### src/rtl/alu_shift_regfile_if.sv
// Bus bundle for the execution core: regfile, shifter, ALU and status signals.
// master drives operands/controls, slave (the core) returns results and flags.
interface alu_shift_regfile_if #(
  parameter int WIDTH = 16,
  parameter int NREGS = 8
);
  localparam int AW = $clog2(NREGS);

  logic [WIDTH-1:0] data_in;
  logic [AW-1:0]    writenum;
  logic             write;
  logic [AW-1:0]    readnum;
  logic [WIDTH-1:0] data_out;

  logic [WIDTH-1:0] shift_in;
  logic [1:0]       shift;
  logic [WIDTH-1:0] sout;

  logic [WIDTH-1:0] ain;
  logic [WIDTH-1:0] bin;
  logic [1:0]       ALUop;
  logic [WIDTH-1:0] alu_out;
  logic             Z;
  logic             N;
  logic             V;

  logic             loads;
  logic             Z_out;
  logic             N_out;
  logic             V_out;

  modport master (
    output data_in, writenum, write, readnum,
    output shift_in, shift,
    output ain, bin, ALUop, loads,
    input  data_out, sout, alu_out,
    input  Z, N, V, Z_out, N_out, V_out
  );

  modport slave (
    input  data_in, writenum, write, readnum,
    input  shift_in, shift,
    input  ain, bin, ALUop, loads,
    output data_out, sout, alu_out,
    output Z, N, V, Z_out, N_out, V_out
  );
endinterface

### src/rtl/alu_shift_regfile.sv
// Execution core: 8-entry regfile, 1-bit shifter, 4-op ALU, Z/N/V status reg.
// Optional RF_BYPASS_EN: write-through read when readnum==writenum.
module alu_shift_regfile #(
  parameter int WIDTH = 16,
  parameter int NREGS = 8
) (
  input logic                clk,
  input logic                rst_n,
  alu_shift_regfile_if.slave bus
);

  localparam int MSB = WIDTH - 1;

  typedef enum logic [1:0] {
    SH_PASS = 2'b00,
    SH_LSL  = 2'b01,
    SH_LSR  = 2'b10,
    SH_ASR  = 2'b11
  } sh_op_e;

  typedef enum logic [1:0] {
    OP_ADD = 2'b00,
    OP_SUB = 2'b01,
    OP_AND = 2'b10,
    OP_NOT = 2'b11
  } alu_op_e;

  logic [WIDTH-1:0] r_rf [NREGS];
  logic [WIDTH-1:0] w_rd;
  logic [WIDTH-1:0] w_sout;
  logic [WIDTH-1:0] w_sum;
  logic [WIDTH-1:0] w_diff;
  logic [WIDTH-1:0] w_alu;
  logic             w_v;
  logic             r_z;
  logic             r_n;
  logic             r_v;
  sh_op_e           w_shop;
  alu_op_e          w_aluop;

  always_ff @(posedge clk or negedge rst_n) begin
    if (!rst_n) begin
      for (int i = 0; i < NREGS; i++)
        r_rf[i] <= '0;
    end else if (bus.write) begin
      r_rf[bus.writenum] <= bus.data_in;
    end
  end

`ifdef RF_BYPASS_EN
  assign w_rd = (bus.write && (bus.readnum == bus.writenum))
              ? bus.data_in
              : r_rf[bus.readnum];
`else
  assign w_rd = r_rf[bus.readnum];
`endif

  assign w_shop = sh_op_e'(bus.shift);

  always_comb begin
    w_sout = bus.shift_in;
    unique case (w_shop)
      SH_PASS: w_sout = bus.shift_in;
      SH_LSL:  w_sout = {bus.shift_in[MSB-1:0], 1'b0};
      SH_LSR:  w_sout = {1'b0, bus.shift_in[MSB:1]};
      SH_ASR:  w_sout = {bus.shift_in[MSB], bus.shift_in[MSB:1]};
    endcase
  end

  assign w_sum   = bus.ain + bus.bin;
  assign w_diff  = bus.ain - bus.bin;
  assign w_aluop = alu_op_e'(bus.ALUop);

  // Overflow is judged on sign bits only; carry-out is never kept.
  always_comb begin
    w_alu = '0;
    w_v   = 1'b0;
    unique case (w_aluop)
      OP_ADD: begin
        w_alu = w_sum;
        w_v   = (bus.ain[MSB] == bus.bin[MSB]) &&
                (w_sum[MSB] != bus.ain[MSB]);
      end
      OP_SUB: begin
        w_alu = w_diff;
        w_v   = (bus.ain[MSB] != bus.bin[MSB]) &&
                (w_diff[MSB] != bus.ain[MSB]);
      end
      OP_AND: w_alu = bus.ain & bus.bin;
      OP_NOT: w_alu = ~bus.bin;
    endcase
  end

  always_ff @(posedge clk or negedge rst_n) begin
    if (!rst_n) begin
      r_z <= 1'b0;
      r_n <= 1'b0;
      r_v <= 1'b0;
    end else if (bus.loads) begin
      r_z <= (w_alu == '0);
      r_n <= w_alu[MSB];
      r_v <= w_v;
    end
  end

  assign bus.data_out = w_rd;
  assign bus.sout     = w_sout;
  assign bus.alu_out  = w_alu;
  assign bus.Z        = (w_alu == '0);
  assign bus.N        = w_alu[MSB];
  assign bus.V        = w_v;
  assign bus.Z_out    = r_z;
  assign bus.N_out    = r_n;
  assign bus.V_out    = r_v;

endmodule

### src/flat_wrapper.sv
// flat-port wrapper written by rule: the top's interface ports become plain ports
module alu_shift_regfile_flat 
#(
  parameter int WIDTH = 16,
  parameter int NREGS = 8
)
  (clk, rst_n, bus_data_in, bus_writenum, bus_write, bus_readnum, bus_shift_in, bus_shift, bus_ain, bus_bin, bus_ALUop, bus_loads, bus_data_out, bus_sout, bus_alu_out, bus_Z, bus_N, bus_V, bus_Z_out, bus_N_out, bus_V_out);
  alu_shift_regfile_if #(.WIDTH(WIDTH), .NREGS(NREGS)) bus_i ();
  input logic clk;
  input logic rst_n;
  input wire logic [$bits(bus_i.data_in)-1:0] bus_data_in;
  input wire logic [$bits(bus_i.writenum)-1:0] bus_writenum;
  input wire logic [$bits(bus_i.write)-1:0] bus_write;
  input wire logic [$bits(bus_i.readnum)-1:0] bus_readnum;
  input wire logic [$bits(bus_i.shift_in)-1:0] bus_shift_in;
  input wire logic [$bits(bus_i.shift)-1:0] bus_shift;
  input wire logic [$bits(bus_i.ain)-1:0] bus_ain;
  input wire logic [$bits(bus_i.bin)-1:0] bus_bin;
  input wire logic [$bits(bus_i.ALUop)-1:0] bus_ALUop;
  input wire logic [$bits(bus_i.loads)-1:0] bus_loads;
  output wire logic [$bits(bus_i.data_out)-1:0] bus_data_out;
  output wire logic [$bits(bus_i.sout)-1:0] bus_sout;
  output wire logic [$bits(bus_i.alu_out)-1:0] bus_alu_out;
  output wire logic [$bits(bus_i.Z)-1:0] bus_Z;
  output wire logic [$bits(bus_i.N)-1:0] bus_N;
  output wire logic [$bits(bus_i.V)-1:0] bus_V;
  output wire logic [$bits(bus_i.Z_out)-1:0] bus_Z_out;
  output wire logic [$bits(bus_i.N_out)-1:0] bus_N_out;
  output wire logic [$bits(bus_i.V_out)-1:0] bus_V_out;
  assign bus_i.data_in = bus_data_in;
  assign bus_i.writenum = bus_writenum;
  assign bus_i.write = bus_write;
  assign bus_i.readnum = bus_readnum;
  assign bus_i.shift_in = bus_shift_in;
  assign bus_i.shift = bus_shift;
  assign bus_i.ain = bus_ain;
  assign bus_i.bin = bus_bin;
  assign bus_i.ALUop = bus_ALUop;
  assign bus_i.loads = bus_loads;
  assign bus_data_out = bus_i.data_out;
  assign bus_sout = bus_i.sout;
  assign bus_alu_out = bus_i.alu_out;
  assign bus_Z = bus_i.Z;
  assign bus_N = bus_i.N;
  assign bus_V = bus_i.V;
  assign bus_Z_out = bus_i.Z_out;
  assign bus_N_out = bus_i.N_out;
  assign bus_V_out = bus_i.V_out;
  alu_shift_regfile #(.WIDTH(WIDTH), .NREGS(NREGS)) u_core (.clk(clk), .rst_n(rst_n), .bus(bus_i));
endmodule
### config.mk
export PLATFORM = sky130hd
export DESIGN_NAME = alu_shift_regfile_flat
export DESIGN_NICKNAME = d
export VERILOG_FILES = /design/src/rtl/alu_shift_regfile_if.sv /design/src/rtl/alu_shift_regfile.sv /design/src/flat_wrapper.sv
export SDC_FILE = /design/constraint.sdc
export NUM_CORES = 1
export LEC_CHECK = 0
export ABC_AREA = 1
export CAP_MARGIN = 20
export CORE_AREA = 2 2 136 138
export CTS_CLUSTER_DIAMETER = 40
export CTS_CLUSTER_SIZE = 12
export DETAILED_ROUTE_END_ITERATION = 7
export DIE_AREA = 0 0 138 140
export GPL_ROUTABILITY_DRIVEN = 0
export MAX_ROUTING_LAYER = met4
export PLACE_DENSITY_LB_ADDON = 0.25
export REMOVE_ABC_BUFFERS = 1
export SYNTH_ARGS = -nofsm -noshare
export SYNTH_HDL_FRONTEND = slang
export SYNTH_SLANG_ARGS = --single-unit
### constraint.sdc
create_clock -name clk -period 6.23 [get_ports clk]
set_clock_uncertainty 0.1 [all_clocks]
set_input_delay 1.246 -clock clk [delete_from_list [all_inputs] [get_ports clk]]
set_output_delay 1.246 -clock clk [all_outputs]
set_load 0.02 [all_outputs]
==> results.py, run 1 <==
metrics = {
    "placement": {
        "dpl_cell_area_mm2": 0.0101,
        "place.detailed.hpwl_mm": 16.7,
        "portBuffers": 131,
    },
    "drt": {
        "num_vias": 8688,
        "viasPerCell": 5.43,
        "antenna_left": 0,
        "drc": 0,
        "wl_per_cell_um": 15.0,
        "drt_iter0_drc": 697,
        "wl_mm": 24.0,
        "firstDrtPassIters": 5,
    },
    "timing": {
        "fmax_mhz": 174,
        "rsz0062_at_grt": "no",
        "hold_violations": 0,
        "finalSetupTns_ps": 0,
        "slew_viol_final": 0,
        "final.period_utilization": 0.925,
        "slew_headroom": 0.290,
        "setup_viol": 0,
        "timing.final.crit_period_ps": 5760,
        "tightest_slew_ps": 1060,
        "holdWs_ps": 380,
    },
    "status": {
        "status": "completed",
    },
    "power_and_ir_drop": {
        "seqPwrFrac": 0.385,
        "combPwrFrac": 0.270,
        "clkPwrFrac": 0.345,
        "power.leakage_nw": 5.26,
        "swShare": 0.308,
        "p_per_area_mw_per_mm2": 262,
        "switching_power_w": 0.000870,
        "p_int_w": 0.00196,
        "ir_drop_uv": 218,
    },
    "yosys": {
        "synth_area_leader_cell": "dfrtp_1",
        "synth_common_cells": "nand2_1 (334), o21ai_0 (172), nor2_1 (139), inv_1 (138), dfrtp_1 (131)",
        "synth_area_per_cell_um2": 6.93,
        "synth_cells": 1261,
        "ys_ff_latch": 131,
        "seq_area_frac_synth": 0.375,
        "async_reset_ff_frac": 1.00,
        "synth.cell_area_mm2": 0.00874,
        "synth_cell_type_count": 41,
        "synth_most_common_cell": "nand2_1",
        "ys_top_cells_by_area": "dfrtp_1 (38%), nand2_1 (14%), o21ai_0 (9.9%)",
        "yosys_warnings": 0,
        "ys.flop_type": "dfrtp_1",
        "synth_edf_count": 0,
        "synth.top_cell.area_share": 0.375,
    },
    "cells_and_area": {
        "final-seq-area_mm2": 0.00328,
        "nNetsFinal": 1474,
        "fin_util": 0.607,
        "drive_gt1_frac": 0.0787,
        "area_delta_synth_final_pct": 23.5,
        "antennaDiodeCount": 0,
        "multi_input_area_mm2": 0.00456,
        "n_fill_cell": 1621,
        "finish.instance_area_mm2": 0.0108,
    },
    "worst_setup_path": {
        "cpMostUsedCell": "nand2_1",
        "cp-start-kind": "input pin",
        "critPathSlowestCell": "clkdlybuf4s50_1",
        "arrival_ps": 4410,
        "crit_chain": "clkdlybuf4s50_1 > inv_1 > ha_1 > fa_1 > inv_1 > nand3_1 > nand3_1 > nand2_1 > nand2_1 > nand2_1 > nand3_1 > nand2_1 > nand2_1 > nand3_1 > nor2_1 > nand4_1 > nor2_1 > clkdlybuf4s50_1",
        "critPathMaxStageDelay_ps": 620,
        "crit_family": "buffers and inverters",
        "cp.required_ps": 4880,
        "critPathKind": "in2out",
        "path_max_fanout": 4,
        "path_buf_inv": 4,
        "endpoint_kind": "output port",
    },
    "floorplanning": {
        "die_width_um": 138,
        "core.rowCount": 49,
        "start_util": 0.491,
        "die_y_um": 140,
        "pin_count": 132,
        "core_area_mm2": 0.0178,
        "dieArea_mm2": 0.0193,
    },
    "clock_tree": {
        "cts_tree": "built",
        "clock-root-buffer": "clkbuf_16",
        "cts_hold_buf": 0,
        "cts_htree_levels": 4,
        "cts-resized-gates": 0,
        "clock_sinks": 131,
        "clockBufferDepth": 2,
        "clkTransAtPathRegs_ps": 60,
        "cts_buffers": 17,
        "post_cts_buffers": 0,
        "clock_latency_ps": 410,
    },
    "grt": {
        "grt_pass1_vias": 7854,
        "grt_pass1_wl_mm": 39.5,
        "grt_max_degree": 82,
        "grt_use_total": 0.256,
        "grt-ovfl-total": 0,
        "antenna_found_initial": 0,
    },
    "min_path": {
        "hold_path_class": "reg2reg",
    },
    "run": {
        "max-cap-violations": 0,
    },
}
## final timing paths
path                            cells past startpoint                          end  slack [ps]                        start
worst max-delay path                               18                        bus_Z         470                   bus_ain[0]
worst min-delay path                                2  u_core.r_rf[42]$_DFFE_PN0P_         380  u_core.r_rf[42]$_DFFE_PN0P_
worst max register to register                      2  u_core.r_rf[73]$_DFFE_PN0P_        5360  u_core.r_rf[73]$_DFFE_PN0P_
worst min register to register                      2  u_core.r_rf[42]$_DFFE_PN0P_         380  u_core.r_rf[42]$_DFFE_PN0P_
max in group asynchronous                           2  u_core.r_rf[48]$_DFFE_PN0P_        3870                        rst_n
min in group asynchronous                           1  u_core.r_rf[14]$_DFFE_PN0P_         880                        rst_n
## cell families after synthesis
family                     after synthesis  synth area share
and+or+nand+nor                        591             0.283
AOI/OAI and AO/OA                      277             0.184
buffers and inverters                  225             0.104
DFF                                    131             0.375
adders and majority gates               34            0.0504
xor gates and xnor gates                 3           0.00301
## worst reg2reg max path: stages, from the launching register on
cell and delay (ps):
dfrtp_1 380, nand2_1 80, o21ai_0 130
## layer usage
layer | share of wire | track usage | up-vias | wire [um]
met1 | 0.48 | 0.367 | 4027 | 11400
met5 | 0 | - | - | 0
li1 | - | - | 4300 | -
met2 | 0.44 | 0.375 | 331 | 10500
met3 | 0.073 | 0.0462 | 30 | 1750
met4 | 0.015 | 0.0655 | 0 | 358
## power by group through the flow
stage | Sequential (W) | Clock, W | Combinational [W]
after CTS | 0.00109 | 0.000983 | 0.000759
after global routing | 0.00111 | 0.00102 | 0.000859
final | 0.00109 | 0.000974 | 0.000763
after floorplan | 0.00108 | 0 | 0.000466
after detailed placement | 0.00110 | 0 | 0.000754
after global placement | 0.00109 | 0 | 0.000739
## flip-flops by register name (all words and copies together) (netlist names)
name	count
u_core.bus.N_out	1
u_core.bus.V_out	1
u_core.r_rf	128
u_core.bus.Z_out	1
## layout make-up
type,instances,share of cell area
well taps,229,0.0265
clock inverters,5,0.00695
repair buffers,146,0.138
multi-input cells,905,0.422
inverters,161,0.0560
clock buffers,24,0.0465
flip-flops and latches,131,0.304
## metrics by stage
| stage | cells | setup WS [ps] | total power, W |
|---|---|---|---|
| floorplan | 1197 | 1740 | 0.00155 |
| global placement | 1568 | 579 | 0.00183 |
| detailed placement | 1568 | 528 | 0.00185 |
| CTS | 1597 | 518 | 0.00283 |
| global route | 1601 | 294 | 0.00299 |
| finish | 1601 | 469 | 0.00283 |
## placed cells by master, fill, tap and decap left out, types with 8 or more instances in the layout
cell	Yosys	final
nand2_1	334	334
o21ai_0	172	172
nor2_1	139	139
inv_1	138	138
dfrtp_1	131	131
clkdlybuf4s50_1	0	128
nand3_1	61	61
ha_1	32	32
o211ai_1	21	21
inv_2	19	19
a21oi_1	18	18
a31oi_1	17	17
clkbuf_16	0	17
o32ai_1	16	16
nand4_1	14	14
nor2_2	13	13
nand2_2	10	10
buf_4	7	10
o221ai_1	8	8
Power figures use the tool's default switching activity.
==> inputs of run 2 (changes only) <==
--- a/config.mk
+++ b/config.mk
@@ -7,15 +7,16 @@
 export LEC_CHECK = 0
 export ABC_AREA = 1
 export CAP_MARGIN = 20
-export CORE_AREA = 2 2 136 138
+export CORE_AREA = 8 8 142 144
 export CTS_CLUSTER_DIAMETER = 40
 export CTS_CLUSTER_SIZE = 12
 export DETAILED_ROUTE_END_ITERATION = 7
-export DIE_AREA = 0 0 138 140
+export DIE_AREA = 0 0 150 152
 export GPL_ROUTABILITY_DRIVEN = 0
 export MAX_ROUTING_LAYER = met4
 export PLACE_DENSITY_LB_ADDON = 0.25
 export REMOVE_ABC_BUFFERS = 1
+export SLEW_MARGIN = 25
 export SYNTH_ARGS = -nofsm -noshare
 export SYNTH_HDL_FRONTEND = slang
 export SYNTH_SLANG_ARGS = --single-unit
==> run 2 against run 1 <==
Largest power group unchanged. Core utilization shrank 0.18 points. First-iteration DRC count grew 29%. Clock power grew 2.5%. Die area grew 18%. Via count grew 0.56%.
==> results.py, run 2 (synthesized netlist as in run 1, its figures left out) <==
metrics = {
    "timing": {
        "setup_viol": 0,
        "finalSetupTns_ps": 0,
        "tightest_slew_ps": 841,
        "fmax_mhz": 175,
        "timing.final.crit_period_ps": 5720,
        "rsz0062_at_grt": "no",
        "slew_viol_final": 0,
        "slew_headroom": 0.439,
        "worst_slack_ps": 509,
        "final.period_utilization": 0.918,
        "hold_violations": 0,
    },
    "clock_tree": {
        "cts_hold_buf": 0,
        "clock_latency_ps": 410,
        "clock_sinks": 131,
        "cts_htree_levels": 4,
        "cts-resized-gates": 0,
        "clock-root-buffer": "clkbuf_16",
        "post_cts_buffers": 0,
        "cts_tree": "built",
        "cts_buffers": 17,
        "clkTransAtPathRegs_ps": 50,
        "clockBufferDepth": 2,
    },
    "worst_setup_path": {
        "critPathSlowestCell": "clkdlybuf4s50_1",
        "path_buf_inv": 4,
        "crit_chain": "clkdlybuf4s50_1 > inv_1 > ha_1 > fa_1 > inv_1 > nand3_1 > nand3_1 > nand2_1 > nand2_1 > nand2_1 > nand3_1 > nand2_1 > nand2_1 > nand3_1 > nor2_1 > nand4_1 > nor2_1 > clkdlybuf4s50_1",
        "endpoint_kind": "output port",
        "path_max_fanout": 4,
        "critPathKind": "in2out",
        "cpMostUsedCell": "nand2_1",
        "arrival_ps": 4370,
        "cp.required_ps": 4880,
        "cp-start-kind": "input pin",
        "critPathMaxStageDelay_ps": 630,
        "crit_family": "buffers and inverters",
    },
    "placement": {
        "placed_cells": 1570,
        "portBuffers": 131,
        "place_ws_ps": 549,
        "place.detailed.hpwl_mm": 17.6,
    },
    "grt": {
        "grt_max_degree": 67,
        "antenna_found_initial": 0,
        "grt_pass1_wl_mm": 41.4,
        "grt_use_total": 0.227,
        "grt_pass1_vias": 8319,
        "grt-ovfl-total": 0,
    },
    "drt": {
        "num_vias": 8737,
        "wl_mm": 25.1,
        "drc": 0,
        "viasPerCell": 5.45,
        "wl_per_cell_um": 15.7,
        "antenna_left": 0,
        "firstDrtPassIters": 8,
        "drt_iter0_drc": 900,
    },
    "floorplanning": {
        "die_y_um": 152,
        "core_area_mm2": 0.0178,
        "die_width_um": 150,
        "core.rowCount": 49,
        "start_util": 0.491,
        "dieArea_mm2": 0.0228,
        "pin_count": 132,
    },
    "cells_and_area": {
        "drive_gt1_frac": 0.0838,
        "final_cell_count_no_fill": 1602,
        "final_common_cell": "nand2_1",
        "final_cell_mix": "nand2_1 (329), o21ai_0 (172), nor2_1 (139), inv_1 (138), dfrtp_1 (131)",
        "area_delta_synth_final_pct": 23.2,
        "multi_input_area_mm2": 0.00457,
        "nNetsFinal": 1472,
        "antennaDiodeCount": 0,
        "regMostFlops": "u_core.r_rf",
        "n_fill_cell": 1652,
        "largest_reg_flops": 128,
        "final-seq-area_mm2": 0.00328,
    },
    "min_path": {
        "hold_path_class": "reg2reg",
    },
    "power_and_ir_drop": {
        "power.leakage_nw": 5.23,
        "p_per_area_mw_per_mm2": 265,
        "ir_drop_uv": 240,
    },
    "run": {
        "max-cap-violations": 0,
    },
    "status": {
        "status": "completed",
    },
}
run 2: changes by cell type in the layout (fill, tap and decap cells not counted):
cell,delta
nand2_1,-5
clkinvlp_4,+1
nand2_2,+5
clkbuf_8,-4
inv_6,+4
clkbuf_1,-1
clkinv_4,+5
buf_8,-1
buf_4,+1
clkinv_2,-2
buf_16,-2
run 2: per-stage QoR:
stage | total power [W] | hold slack, ps | area, um2 | util
floorplan | 0.00155 | 348 | 8430 | -
global placement | 0.00184 | 360 | 10100 | 0.570
detailed placement | 0.00186 | 368 | 10200 | 0.571
CTS | 0.00286 | 383 | 10800 | 0.605
global route | 0.00301 | 402 | 10800 | 0.605
finish | 0.00285 | 379 | 10800 | 0.605
run 2: worst reg2reg max path, cell delays in order, from the launching register on:
cell and delay [ps]:
dfrtp_1 380, nor2_1 50, a31oi_1 250
run 2: final timing paths:
| check | from | end | slack (ps) | cells past startpoint |
|---|---|---|---|---|
| setup reg to reg | u_core.bus.V_out$_DFFE_PN0P_ | u_core.bus.V_out$_DFFE_PN0P_ | 5330 | 2 |
| hold reg to reg | u_core.r_rf[90]$_DFFE_PN0P_ | u_core.r_rf[90]$_DFFE_PN0P_ | 380 | 2 |
| setup / recovery | bus_ain[0] | bus_Z | 510 | 18 |
| hold / removal | u_core.r_rf[90]$_DFFE_PN0P_ | u_core.r_rf[90]$_DFFE_PN0P_ | 380 | 2 |
| min in group asynchronous | rst_n | u_core.r_rf[3]$_DFFE_PN0P_ | 840 | 1 |
| max in group asynchronous | rst_n | u_core.r_rf[69]$_DFFE_PN0P_ | 3840 | 2 |
run 2: power breakdown:
| group | internal (W) | switching [W] |
|---|---|---|
| Sequential | 0.00101 | 0.0000784 |
| Clock | 0.000607 | 0.000391 |
| Combinational | 0.000311 | 0.000457 |
run 2: layout make-up:
cell class                      count  share of cell area
Clock inverter                     13              0.0141
Timing Repair Buffer              144               0.133
Inverter                          161              0.0562
Clock buffer                       19              0.0412
Sequential cell                   131               0.305
Tap cell                          229              0.0266
Multi-Input combinational cell    905               0.425
run 2: routing by layer:
metal,up-vias,GRT usage,part of all wire
met3,34,0.0368,0.067
met1,4070,0.309,0.47
li1,4300,-,-
met5,-,-,0
met4,0,0.0676,0.018
met2,333,0.342,0.44
